[config.mk]
export PLATFORM = sky130hd
export DESIGN_NAME = divider
export DESIGN_NICKNAME = d
export VERILOG_FILES = /design/src/rtl/divider_pkg.sv /design/src/rtl/divider_datapath.sv /design/src/rtl/divider.sv
export SDC_FILE = /design/constraint.sdc
export NUM_CORES = 1
export LEC_CHECK = 0
export ABC_AREA = 1
export ABC_CLOCK_PERIOD_IN_PS = 1950
export CAP_MARGIN = 20
export CORE_ASPECT_RATIO = 2
export CORE_UTILIZATION = 35
export DETAILED_ROUTE_END_ITERATION = 12
export PLACE_DENSITY = 0.56
export SLEW_MARGIN = 30
export SYNTH_ARGS = -nofsm -noshare
export SYNTH_HDL_FRONTEND = slang
export SYNTH_SLANG_ARGS = --single-unit
[constraint.sdc]
create_clock -name clock -period 1.95 [get_ports clock]
set_input_delay 0.2925 -clock clock [delete_from_list [all_inputs] [get_ports clock]]
set_output_delay 0.2925 -clock clock [all_outputs]
set_load 0.005 [all_outputs]
[src/rtl/divider_pkg.sv]
// Shared types for the restoring divider: the control FSM state encoding.
package divider_pkg;

    typedef enum logic [1:0] {
        IDLE = 2'd0,
        RUN  = 2'd1,
        DONE = 2'd2
    } state_t;

endpackage

[src/rtl/divider_datapath.sv]
// Restoring-division register/subtractor path: R, Q and the stored divisor.
// With DIVIDER_DIV_BY_ZERO_EN defined, a zero divisor loads the final result at init.
module divider_datapath #(
    parameter int N = 4
) (
    input  logic         clock,
    input  logic         n_reset,
    input  logic         do_init,
    input  logic         do_shift,
    input  logic [N-1:0] dividend,
    input  logic [N-1:0] divisor,
    output logic [N-1:0] q,
    output logic [N:0]   r
);

    logic [N-1:0] d;
    logic [N+1:0] wide;
    logic [N+1:0] trial;
    logic         neg;

    // R stays below D, so the shifted value fits N+1 bits and the extra top bit is the borrow.
    assign wide  = {r, q[N-1]};
    assign trial = wide - {2'b00, d};
    assign neg   = trial[N+1];

    always_ff @(posedge clock or negedge n_reset) begin
        if (!n_reset) begin
            r <= '0;
            q <= '0;
            d <= '0;
        end else if (do_init) begin
            r <= '0;
            q <= dividend;
            d <= divisor;
`ifdef DIVIDER_DIV_BY_ZERO_EN
            if (divisor == '0) begin
                q <= '1;
                r <= {1'b0, dividend};
            end
`endif
        end else if (do_shift) begin
            r <= neg ? wide[N:0] : trial[N:0];
            q <= {q[N-2:0], ~neg};
        end
    end

endmodule

[src/rtl/divider.sv]
// N-bit unsigned restoring divider: IDLE/RUN/DONE control around divider_datapath.
// Optional DIVIDER_DIV_BY_ZERO_EN adds div_by_zero and a RUN-skipping fast path.
module divider
    import divider_pkg::*;
#(
    parameter int N = 4
) (
    input  logic         clock,
    input  logic         n_reset,
    input  logic         start,
    input  logic [N-1:0] dividend,
    input  logic [N-1:0] divisor,
    output logic         busy,
    output logic         done,
    output logic [N-1:0] quotient,
    output logic [N-1:0] remainder
`ifdef DIVIDER_DIV_BY_ZERO_EN
    ,
    output logic         div_by_zero
`endif
);

    localparam int CW = $clog2(N + 1);

    state_t        state, nxt;
    logic [CW-1:0] cnt;
    logic          do_init, do_shift;
    logic [N:0]    r;

    divider_datapath #(.N(N)) u_dp (
        .clock    (clock),
        .n_reset  (n_reset),
        .do_init  (do_init),
        .do_shift (do_shift),
        .dividend (dividend),
        .divisor  (divisor),
        .q        (quotient),
        .r        (r)
    );

    assign remainder = r[N-1:0];
    assign busy      = (state == RUN);
    assign done      = (state == DONE);

    always_ff @(posedge clock or negedge n_reset) begin
        if (!n_reset) state <= IDLE;
        else          state <= nxt;
    end

    always_comb begin
        nxt      = state;
        do_init  = 1'b0;
        do_shift = 1'b0;
        case (state)
            IDLE: if (start) begin
                do_init = 1'b1;
                nxt     = RUN;
`ifdef DIVIDER_DIV_BY_ZERO_EN
                if (divisor == '0) nxt = DONE;
`endif
            end
            RUN: begin
                do_shift = 1'b1;
                if (cnt == CW'(N - 1)) nxt = DONE;
            end
            DONE:    nxt = IDLE;
            default: nxt = IDLE;
        endcase
    end

    // Counts completed steps; ends at N, which fits CW bits without wrapping.
    always_ff @(posedge clock or negedge n_reset) begin
        if (!n_reset)      cnt <= '0;
        else if (do_init)  cnt <= '0;
        else if (do_shift) cnt <= cnt + 1'b1;
    end

`ifdef DIVIDER_DIV_BY_ZERO_EN
    always_ff @(posedge clock or negedge n_reset) begin
        if (!n_reset)     div_by_zero <= 1'b0;
        else if (do_init) div_by_zero <= (divisor == '0);
    end
`endif

endmodule
# Word level (Yosys, flattened, before mapping)
# Cells that the tools add are included.
# word_totals
reg_bits	18
inputBits	11
out_inout_bits	10
# classes
add_sub_neg	2
eq_ne	5
muxes	13
n_bitwise	1
reduce_logical	3
# ops
operator	count
$mux 5	3
$mux 4	2
$mux 3	2
$sub 6x4->6	1
$mux 2	2
$pmux 2 s2	1
$add 3x1->3 const B	1
$eq 3x2->1 const B	1
$mux 1	3
$eq 2x1->1 const B	1
$eq 2x2->1 const B	1
$logic_not 2->1	1
$ne 2x1->1 const B	1
$ne 2x2->1 const B	1
$reduce_and 2->1	1
$reduce_bool 2->1	1
$not 1->1	1

# Logic depth before layout (Yosys ltp)
# Gate-level depths: netlist of run 1.
# depth
depth_word	4
ltp_mapped	11
ltp_nobuf	11

# By module
# From an unflattened synthesis of run 1, not the netlist that was laid out.
# hier_totals
hier_cells	134
area_unflattened_um2	1099.8
# modules_own_cells
module	instances	cells_each	area_each_um2
divider_datapath	1	106	860.8
divider	1	28	239.0

# Least setup slack after synthesis of run 1
# No wires, ideal clock.
# synth_path
path_type	reg-to-reg
from	reg u_dp.q[3]
to	reg u_dp.r[4]
setup_time_ns	0.117
t_arrival_ns	1.483
t_required_ns	1.833
setup_slack_ns	0.350
stages_incl_launch_ff	11
path_buffers	0
cell_sequence	dfrtp_1 inv_1 ha_1 inv_1 fa_1 nand3_1 nand3_1 nand2_1 nand3_1 nand3_1 nand2_1
# synth_via
elab_chain_len	4
# synth_lines
item	line_no	text
from (decl)	divider_datapath.sv:12	output logic [N-1:0] q,
from (signal assigned)	divider_datapath.sv:33	q <= dividend;
from (signal assigned)	divider_datapath.sv:43	q <= {q[N-2:0], ~neg};
$sub 6x4->6	divider_datapath.sv:23	assign trial = wide - {2'b00, d};
$mux 5	divider_datapath.sv:42	r <= neg ? wide[N:0] : trial[N:0];
$mux 5	divider_datapath.sv:41	end else if (do_shift) begin
$mux 5	divider_datapath.sv:31	end else if (do_init) begin
to (signal assigned)	divider_datapath.sv:42	
to (decl)	divider_datapath.sv:13	output logic [N:0] r
# No other way between the ends. The select of a mux whose other input is x is not followed.
# A chain may end at the register's enable or synchronous reset.

# Worst setup path after layout of run 1
# layout_path
from	reg state[1]
to	out busy
# layout_via
elab_chain_len	1
# layout_lines
item	line_no	text
from (decl)	divider.sv:25	state_t state, nxt;
from (signal assigned)	divider.sv:47	else state <= nxt;
$eq 2x1->1	divider.sv:42	assign busy = (state == RUN);
to (decl)	divider.sv:13	output logic busy,
# No other way between the ends.

==> run_results.csv, run 1 <==
group,metric,value,unit
status,outcome,"finished, final reports clean",
global_routing,grt_overflow,0,
synthesis,ys_top_cells_by_area,"dfrtp_1 (41%), nand2_1 (10%), nand3_1 (7.2%)",
global_routing,grt_max_degree,19,
worst_setup_path,rrSetupSlack,0.26,ns
floorplan,io_pins,21,
synthesis,yosys.area_share.simple,32.9,%
worst_setup_path,start_kind,"flip-flop",
synthesis,ys_types,25,
worst_setup_path,r2r-end,"u_dp.r[4]",
placed_design,detailed_place_hpwl,1.97,mm
timing,clock.fmax,0.555,GHz
detailed_routing,drtIter0Drc,10,
layout,stdcell_area,1380,µm²
timing,period_share,92.5,%
pwr,p_per_area,2030,nW/µm²
layout,fin_cells,181,
worst_setup_path,critPathCaptureType,"primary output",
floorplan,die-area,3420,µm²
synthesis,ys_top_cells_by_count,"nand2_1 (31), dfrtp_1 (18), inv_1 (16), nand3_1 (16)",
synthesis,synth_adder_area_share,8.56,%
layout,fillers,300,
timing,drv_slew,0,
timing,hold_viol,0,
synthesis,async_reset_ff_share,100,%
synthesis,yosysMostFrequentCell,"nand2_1",
synthesis,synth_flop_cell,"dfrtp_1",
detailed_routing,dr.pass1.iters,4,
placed_design,place_area,1330,µm²
pwr,irDropWorstVdd,0.983,mV
layout,synthToLayoutAreaGrowth,24.3,%
global_routing,grt_pass1_wl,4.13,mm
timing,hold_slack,0.374,ns
layout,design.final.nets,170,
synthesis,yosys_warnings,0,
global_routing,grt_pass1_vias,981,
worst_setup_path,cp.arrival,1.51,ns
synthesis,synth_top_family_by_area,"simple AND/OR/NAND/NOR gates",
timing,totalNegativeSetupSlack,0,ns
synthesis,syn_area,1110,µm²
clock_tree,ctsResizeCount,0,
synthesis,ys_ff_latch,18,
detailed_routing,via_count,913,
clock_tree,clk_latency,0.25,ns
worst_setup_path,path_class,"flip-flop to primary output",
synthesis,synth-xor-area-share,0.788,%
floorplan,die_w,41.8,µm
run,cap_violations,0,
synthesis,synth_cells,130,
clock_tree,htreeDepth,1,
clock_tree,cts_made_buffers,3,
worst_setup_path,crit_chain,"inv_1, nand2_2, inv_4, clkdlybuf4s50_1",
detailed_routing,drc,0,
detailed_routing,wl,2.37,mm
worst_setup_path,reg2reg_from,"u_dp.q[3]",
floorplan,die_h,81.7,µm
clock_tree,cts.hold.buffers_added,0,
detailed_routing,routedWlPerCell,13.1,µm
global_routing,grtUsageTotal,15.6,%
synthesis,synth_top_area_cell,"dfrtp_1",
pwr,p_leak,0.690,nW
global_routing,grt_antenna_before_repair,0,
clock_tree,clockBufferDepth,2,
worst_setup_path,cpPeakStageDelay,0.51,ns
clock_tree,post_cts_buffers,0,
worst_setup_path,worstRegToRegCells,10,
clock_tree,cts_sinks,18,
synthesis,muxShareOfSynthArea,0,%
floorplan,start_util,37.3,%
detailed_routing,ant_nets,0,
synthesis,synth_edf_count,0,
placed_design,gp_congestion,0.777,
worst_setup_path,slowest_stage,"clkdlybuf4s50_1",
synthesis,synth_nets,148,
floorplan,row_count,28,
timing,setup_viol,0,
placed_design,placedCellCount,177,
detailed_routing,drt-vias-per-instance,5.04,
worst_setup_path,required,1.66,ns
timing,rsz0062_at_grt,"false",
min_path,worstHoldPathType,"input pin to async pin",
timing,skew,0.00105,ns
synthesis,syn_avg_cell_area,8.55,µm²
clock_tree,cts-root-buf,"clkbuf_8",
timing,worstMarginPinSlew,0.312,ns
worst_setup_path,crit_path_max_fanout,9,
layout,n_antenna_cell,0,
placed_design,port_buffers,20,
timing,relSlewSlack,79.2,%
synthesis,synth_top_area_share,40.5,%
synthesis,synth_compound_area_share,7.21,%
layout,layout-drive-gt1-share,14.6,%
clock_tree,clk_pin_slew,0.07,ns
synthesis,seq_area_frac_synth,40.5,%
floorplan,coreArea,2980,µm²
clock_tree,cts_tree,"yes",
timing,min_period,1.80,ns
[how the worst max path moves through the flow]
stage               from         to  slack (ns)  cells past startpoint
6_report        state[1]       busy        0.15                      4
5_1_grt         state[1]       busy        0.05                      4
4_1_cts         state[1]       busy        0.13                      4
3_5_place_dp   u_dp.q[3]  u_dp.r[4]        0.25                     10
3_3_place_gp   u_dp.q[3]  u_dp.r[4]        0.31                     10
2_1_floorplan  u_dp.q[3]  u_dp.r[4]        0.35                     10
[metrics by stage]
step,util (%),power (mW),worst slack (ns)
2_1_floorplan,-,2.04,0.350
3_3_place_gp,44.5,2.49,0.313
3_5_place_dp,44.5,2.54,0.249
4_1_cts,46.4,2.85,0.130
5_1_grt,46.4,3.08,0.0522
6_report,46.4,2.81,0.147
[state kept, by name (all words and copies together) (netlist names)]
signal  cells
u_dp.r      5
state       2
u_dp.d      4
cnt         3
u_dp.q      4
[logic make-up (layout without fill, tap and decap cells)]
group	Yosys count	count (layout)
buf+inv	25	46
xor+xnor	1	1
simple gates	67	67
fa+ha+maj	7	7
compound gates	12	12
flops	18	18
[cell usage in the layout (no fill, tap or decap), types with 2 or more instances in the layout]
cell,netlist,final
nand3b_1,3,3
inv_1,16,16
nor2_1,6,6
nand2_1,31,31
nand2_2,2,2
nand3_4,2,2
dfrtp_1,18,18
nand4_2,2,2
ha_1,6,6
a21oi_1,2,2
o21ai_1,3,3
nand2_4,3,3
clkbuf_8,0,4
o221ai_1,3,3
nand3_1,16,16
inv_2,4,4
clkdlybuf4s50_1,0,20
[cell type report]
class / instances / area [µm²] / share of cell area (%)
clock buffer: 4 / 55.1 / 3.99
inverter: 21 / 81.3 / 5.89
multi-input combinational: 87 / 549 / 39.8
sequential: 18 / 450 / 32.6
tap: 30 / 37.5 / 2.72
timing repair buffer: 21 / 208 / 15.0
[worst max-delay path: cells and delay by family (launching register included)]
kind / cells / cell delay, ns
simple gates: 1 / 0.14
flops: 1 / 0.38
buf+inv: 3 / 0.74
[routing by layer]
layer / track usage, % / up-vias / routed length [µm]
li1: - / 460 / -
met1: 15.2 / 440 / 901
met2: 32.3 / 11 / 1410
met3: 1.32 / 2 / 38
met4: 5.81 / 0 / 23
met5: 0 / - / 0
[power breakdown]
part	total (mW)	internal, mW	switching (mW)
Sequential	0.719	0.565	0.154
Combinational	1.79	0.766	1.02
Clock	0.300	0.179	0.121
No activity file was read; power rests on OpenSTA's default activity.
==> run 2, diff against run 1 <==
--- a/config.mk
+++ b/config.mk
@@ -8,11 +8,12 @@
 export ABC_AREA = 1
 export ABC_CLOCK_PERIOD_IN_PS = 1950
 export CAP_MARGIN = 20
-export CORE_ASPECT_RATIO = 2
-export CORE_UTILIZATION = 35
+export CORE_UTILIZATION = 50
 export DETAILED_ROUTE_END_ITERATION = 12
-export PLACE_DENSITY = 0.56
+export PLACE_DENSITY = 0.76
+export REMOVE_ABC_BUFFERS = 1
 export SLEW_MARGIN = 30
 export SYNTH_ARGS = -nofsm -noshare
 export SYNTH_HDL_FRONTEND = slang
 export SYNTH_SLANG_ARGS = --single-unit
+export TNS_END_PERCENT = 5
==> run 2 against run 1 <==
Against the previous run: count of clock-buffer cells in the layout shrank 1; final cell count shrank 2.2%; combinational power is essentially flat.
==> run_results.csv, run 2 (synthesis results as in run 1) <==
group,metric,value,unit
status,outcome,"finished, final reports clean",
clock_tree,post_cts_buffers,0,
clock_tree,cts_tree,"yes",
floorplan,die_w,49.1,µm
detailed_routing,ant_nets,0,
placed_design,placedCellCount,174,
pwr,p_leak,0.675,nW
detailed_routing,via_count,929,
clock_tree,cts_made_buffers,3,
global_routing,grt_max_degree,19,
timing,hold_slack,0.333,ns
clock_tree,clk_latency,0.28,ns
floorplan,start_util,55.0,%
worst_setup_path,reg2reg_from,"u_dp.q[3]",
worst_setup_path,worstRegToRegCells,10,
worst_setup_path,crit_path_max_fanout,9,
clock_tree,cts-root-buf,"clkbuf_4",
placed_design,place_area,1320,µm²
layout,multiInputGateArea,549,µm²
timing,worstMarginPinSlew,0.294,ns
floorplan,row_count,16,
detailed_routing,drc,0,
global_routing,grtUsageTotal,20.0,%
clock_tree,cts.hold.buffers_added,0,
clock_tree,clockBufferDepth,2,
worst_setup_path,cp.arrival,1.53,ns
detailed_routing,wl,2.13,mm
min_path,worstHoldPathType,"input pin to async pin",
worst_setup_path,required,1.66,ns
worst_setup_path,start_kind,"flip-flop",
layout,largestRegisters,"u_dp.r: 5 flops, u_dp.d: 4 flops, u_dp.q: 4 flops",
timing,skew,0.00185,ns
timing,clock.fmax,0.550,GHz
clock_tree,ctsResizeCount,0,
worst_setup_path,r2r-end,"u_dp.r[4]",
detailed_routing,routedWlPerCell,12.0,µm
layout,stdcell_area,1350,µm²
layout,fin_cells,177,
clock_tree,cts_sinks,18,
placed_design,gp_congestion,0.795,
timing,min_period,1.82,ns
timing,rsz0062_at_grt,"false",
worst_setup_path,rrSetupSlack,0.26,ns
pwr,irDropWorstVdd,0.995,mV
clock_tree,htreeDepth,1,
layout,layout_common_cells,"nand2_1 (31), clkdlybuf4s50_1 (20), dfrtp_1 (18), inv_1 (16), nand3_1 (16)",
run,cap_violations,0,
placed_design,port_buffers,20,
layout,ff_latch_area,450,µm²
layout,n_antenna_cell,0,
timing,totalNegativeSetupSlack,0,ns
timing,relSlewSlack,80.4,%
detailed_routing,dr.pass1.iters,5,
global_routing,grt_pass1_vias,879,
layout,mostFrequentLayoutCell,"nand2_1",
floorplan,coreArea,2020,µm²
layout,layout-drive-gt1-share,14.0,%
placed_design,detailed_place_hpwl,1.68,mm
timing,drv_slew,0,
detailed_routing,drtIter0Drc,8,
layout,post-route-util,66.5,%
clock_tree,clk_pin_slew,0.09,ns
layout,regMostFlops,"u_dp.r",
floorplan,io_pins,21,
floorplan,die_h,49.1,µm
detailed_routing,drt-vias-per-instance,5.25,
floorplan,die-area,2410,µm²
global_routing,grt_antenna_before_repair,0,
layout,fillers,171,
worst_setup_path,path_class,"flip-flop to primary output",
pwr,p_per_area,1980,nW/µm²
layout,synthToLayoutAreaGrowth,21.1,%
worst_setup_path,critPathCaptureType,"primary output",
layout,largest_register_ffs,5,
timing,setup_viol,0,
layout,design.final.nets,170,
timing,hold_viol,0,
timing,period_share,93.3,%
global_routing,grt_overflow,0,
global_routing,grt_pass1_wl,3.67,mm
==> run 2: changes by cell type in the layout (fill, tap and decap cells not counted) <==
cell,previous run,this run
clkbuf_8,4,0
clkbuf_4,0,3
==> run 2: area by class of cell <==
cell class	count	share of cell area, %
clock buffer	3	1.67
tap	27	2.51
sequential	18	33.5
inverter	21	6.05
timing repair buffer	21	15.4
multi-input combinational	87	40.8
==> run 2: how the worst max path moves through the flow <==
stage	slack [ns]	cells after the start	endpoint	from
finish	0.13	4	busy	state[1]
global route	0.07	4	busy	state[1]
CTS	0.12	4	busy	state[1]
detailed placement	0.27	10	u_dp.r[4]	u_dp.q[3]
global placement	0.31	10	u_dp.r[4]	u_dp.q[3]
floorplan	0.35	10	u_dp.r[4]	u_dp.q[3]
==> run 2: stage by stage <==
stage / total power, mW / setup slack [ns]
final: 2.66 / 0.132
after global routing: 2.92 / 0.0683
after detailed placement: 2.50 / 0.268
after CTS: 2.68 / 0.119
after floorplan: 1.99 / 0.348
after global placement: 2.42 / 0.313
==> run 2: report_power, final <==
part	internal [mW]	switching, mW	total, mW
Combinational	0.761	1.02	1.78
Sequential	0.563	0.139	0.702
Clock	0.0718	0.102	0.174
Total	1.40	1.26	2.66
==> run 2: layer usage <==
layer  up-vias  share of wire, %  routed length (µm)  GRT usage [%]
met2        33                51                1080           35.4
li1        461                 -                   -              -
met5         -                 0                   0              0
met3         2               5.9                 126           5.30
met1       433                43                 905           24.0
met4         0              0.66                  14           4.41
==> run 2: worst max-delay path: stages (launching register included) <==
cell and delay (ns):
dfrtp_1 0.39, inv_1 0.08, nand2_2 0.13, inv_4 0.14
clkdlybuf4s50_1 0.51
==> run 3, diff against run 2 <==
--- a/config.mk
+++ b/config.mk
@@ -9,7 +9,9 @@
 export ABC_CLOCK_PERIOD_IN_PS = 1950
 export CAP_MARGIN = 20
 export CORE_UTILIZATION = 50
+export CTS_BUF_LIST = sky130_fd_sc_hd__clkbuf_16
 export DETAILED_ROUTE_END_ITERATION = 12
+export MAX_ROUTING_LAYER = met4
 export PLACE_DENSITY = 0.76
 export REMOVE_ABC_BUFFERS = 1
 export SLEW_MARGIN = 30
==> run 3 against run 2 <==
Against the previous run: register-to-register slack about the same; global-route usage up 0.57 points; critical path depth unchanged; via count down 1.1%; combinational power about the same; die area unchanged; highest routed layer unchanged.
==> run_results.csv, run 3 (synthesis results as in run 1) <==
group,metric,value,unit
status,outcome,"finished, final reports clean",
clock_tree,clk_pin_slew,0.05,ns
layout,fillers,160,
worst_setup_path,crit_chain,"inv_1, nand2_2, inv_4, clkdlybuf4s50_1",
global_routing,grtUsageTotal,20.6,%
detailed_routing,wl,2.15,mm
clock_tree,cts_tree,"yes",
floorplan,io_pins,21,
clock_tree,cts.hold.buffers_added,0,
min_path,worstHoldPathType,"input pin to async pin",
layout,synthToLayoutAreaGrowth,25.8,%
detailed_routing,dr.pass1.iters,4,
pwr,clkPwrFrac,13.7,%
floorplan,die_w,49.1,µm
detailed_routing,drc,0,
layout,layout-drive-gt1-share,14.0,%
clock_tree,cts_made_buffers,3,
layout,largest_register_ffs,5,
worst_setup_path,path_depth,4,
global_routing,grt_overflow,0,
floorplan,row_count,16,
pwr,power,2.89,mW
global_routing,grt_antenna_before_repair,0,
clock_tree,clockBufferDepth,2,
timing,drv_slew,0,
pwr,p_int,1.60,mW
layout,largestRegisters,"u_dp.r: 5 flops, u_dp.d: 4 flops, u_dp.q: 4 flops",
clock_tree,clk_latency,0.25,ns
floorplan,die_h,49.1,µm
worst_setup_path,cpPeakStageDelay,0.51,ns
pwr,sw_frac_of_total,44.7,%
worst_setup_path,crit_family,"buffers and inverters",
detailed_routing,drt-vias-per-instance,5.19,
clock_tree,htreeDepth,1,
timing,worstMarginPinSlew,0.297,ns
detailed_routing,ant_nets,0,
global_routing,grt_pass1_vias,853,
floorplan,die-area,2410,µm²
worst_setup_path,slowest_stage,"clkdlybuf4s50_1",
placed_design,port_buffers,20,
worst_setup_path,reg2reg_from,"u_dp.q[3]",
global_routing,grt_pass1_wl,3.63,mm
pwr,p_comb_share,61.8,%
timing,totalNegativeSetupSlack,0,ns
floorplan,start_util,55.0,%
clock_tree,cts_sinks,18,
layout,n_antenna_cell,0,
global_routing,grt_max_degree,19,
worst_setup_path,path_class,"flip-flop to primary output",
worst_setup_path,start_kind,"flip-flop",
worst_setup_path,worstRegToRegCells,10,
worst_setup_path,critPathCaptureType,"primary output",
layout,design.final.nets,170,
pwr,p_per_area,2070,nW/µm²
timing,rsz0062_at_grt,"false",
timing,clock.fmax,0.567,GHz
timing,hold_viol,0,
placed_design,gp_congestion,0.806,
pwr,irDropWorstVdd,1.24,mV
worst_setup_path,cp.arrival,1.47,ns
timing,skew,0.00232,ns
timing,setup_viol,0,
placed_design,detailed_place_hpwl,1.68,mm
timing,period_share,90.5,%
timing,relSlewSlack,80.2,%
worst_setup_path,path_buf_inv,3,
pwr,p_leak,0.698,nW
pwr,pwr-share-seq,24.5,%
timing,min_period,1.76,ns
worst_setup_path,cp-startpoint,"state[1]",
worst_setup_path,crit_path_max_fanout,9,
pwr,p_sw,1.29,mW
clock_tree,cts-root-buf,"clkbuf_16",
detailed_routing,via_count,919,
clock_tree,post_cts_buffers,0,
layout,mostFrequentLayoutCell,"nand2_1",
worst_setup_path,required,1.66,ns
layout,regMostFlops,"u_dp.r",
layout,layout_common_cells,"nand2_1 (31), clkdlybuf4s50_1 (20), dfrtp_1 (18), inv_1 (16), nand3_1 (16)",
detailed_routing,routedWlPerCell,12.1,µm
run,cap_violations,0,
detailed_routing,drtIter0Drc,16,
clock_tree,ctsResizeCount,0,
floorplan,coreArea,2020,µm²
[run 3: stage by stage]
step / instance area [µm²] / worst slack, ns / hold slack [ns] / cells / util [%]
floorplan: 1080 / 0.348 / -0.00309 / 126 / -
global placement: 1320 / 0.313 / 0.463 / 174 / 65.4
detailed placement: 1320 / 0.268 / 0.481 / 174 / 65.4
CTS: 1400 / 0.187 / 0.391 / 177 / 69.1
global route: 1400 / 0.116 / 0.417 / 177 / 69.1
finish: 1400 / 0.185 / 0.381 / 177 / 69.1
[run 3: power groups by stage]
| stage | logic [mW] | registers, mW | clock network (mW) |
|---|---|---|---|
| after detailed placement | 1.78 | 0.714 | 0 |
| after CTS | 1.79 | 0.708 | 0.398 |
| final | 1.79 | 0.707 | 0.397 |
| after global routing | 1.99 | 0.731 | 0.418 |
| after global placement | 1.71 | 0.706 | 0 |
| after floorplan | 1.29 | 0.695 | 0 |
[run 3: final timing paths]
| check | endpoint | slack, ns |
|---|---|---|
| max | busy | 0.19 |
| min | u_dp.r[2] | 0.38 |
| max reg2reg | u_dp.r[4] | 0.25 |
| min reg2reg | cnt[0] | 0.48 |
| max in group asynchronous | u_dp.q[2] | 1.37 |
| min in group clock | cnt[0] | 0.48 |
[run 3: routing by layer]
metal / wire [µm] / global-route usage, % / share of wire [%]
met4: 22 / 4.41 / 1.0
met3: 93 / 5.61 / 4.3
met5: 0 / - / 0
met2: 1080 / 34.7 / 50
met1: 952 / 24.4 / 44
[run 3: area by class of cell]
class / count / area (µm²) / share of cell area (%)
Clock buffer: 3 / 75.1 / 5.37
Inverter: 21 / 81.3 / 5.82
Multi-Input combinational cell: 87 / 549 / 39.3
Sequential cell: 18 / 450 / 32.2
Tap cell: 27 / 33.8 / 2.42
Timing Repair Buffer: 21 / 208 / 14.9
[run 3: worst register-to-register path: stages (launching register included)]
cell	delay, ns
dfrtp_1	0.37
inv_1	0.10
ha_1	0.15
inv_1	0.09
fa_1	0.41
nand3_1	0.12
nand3_1	0.08
nand2_1	0.08
nand3_1	0.07
nand3_1	0.08
nand2_1	0.05
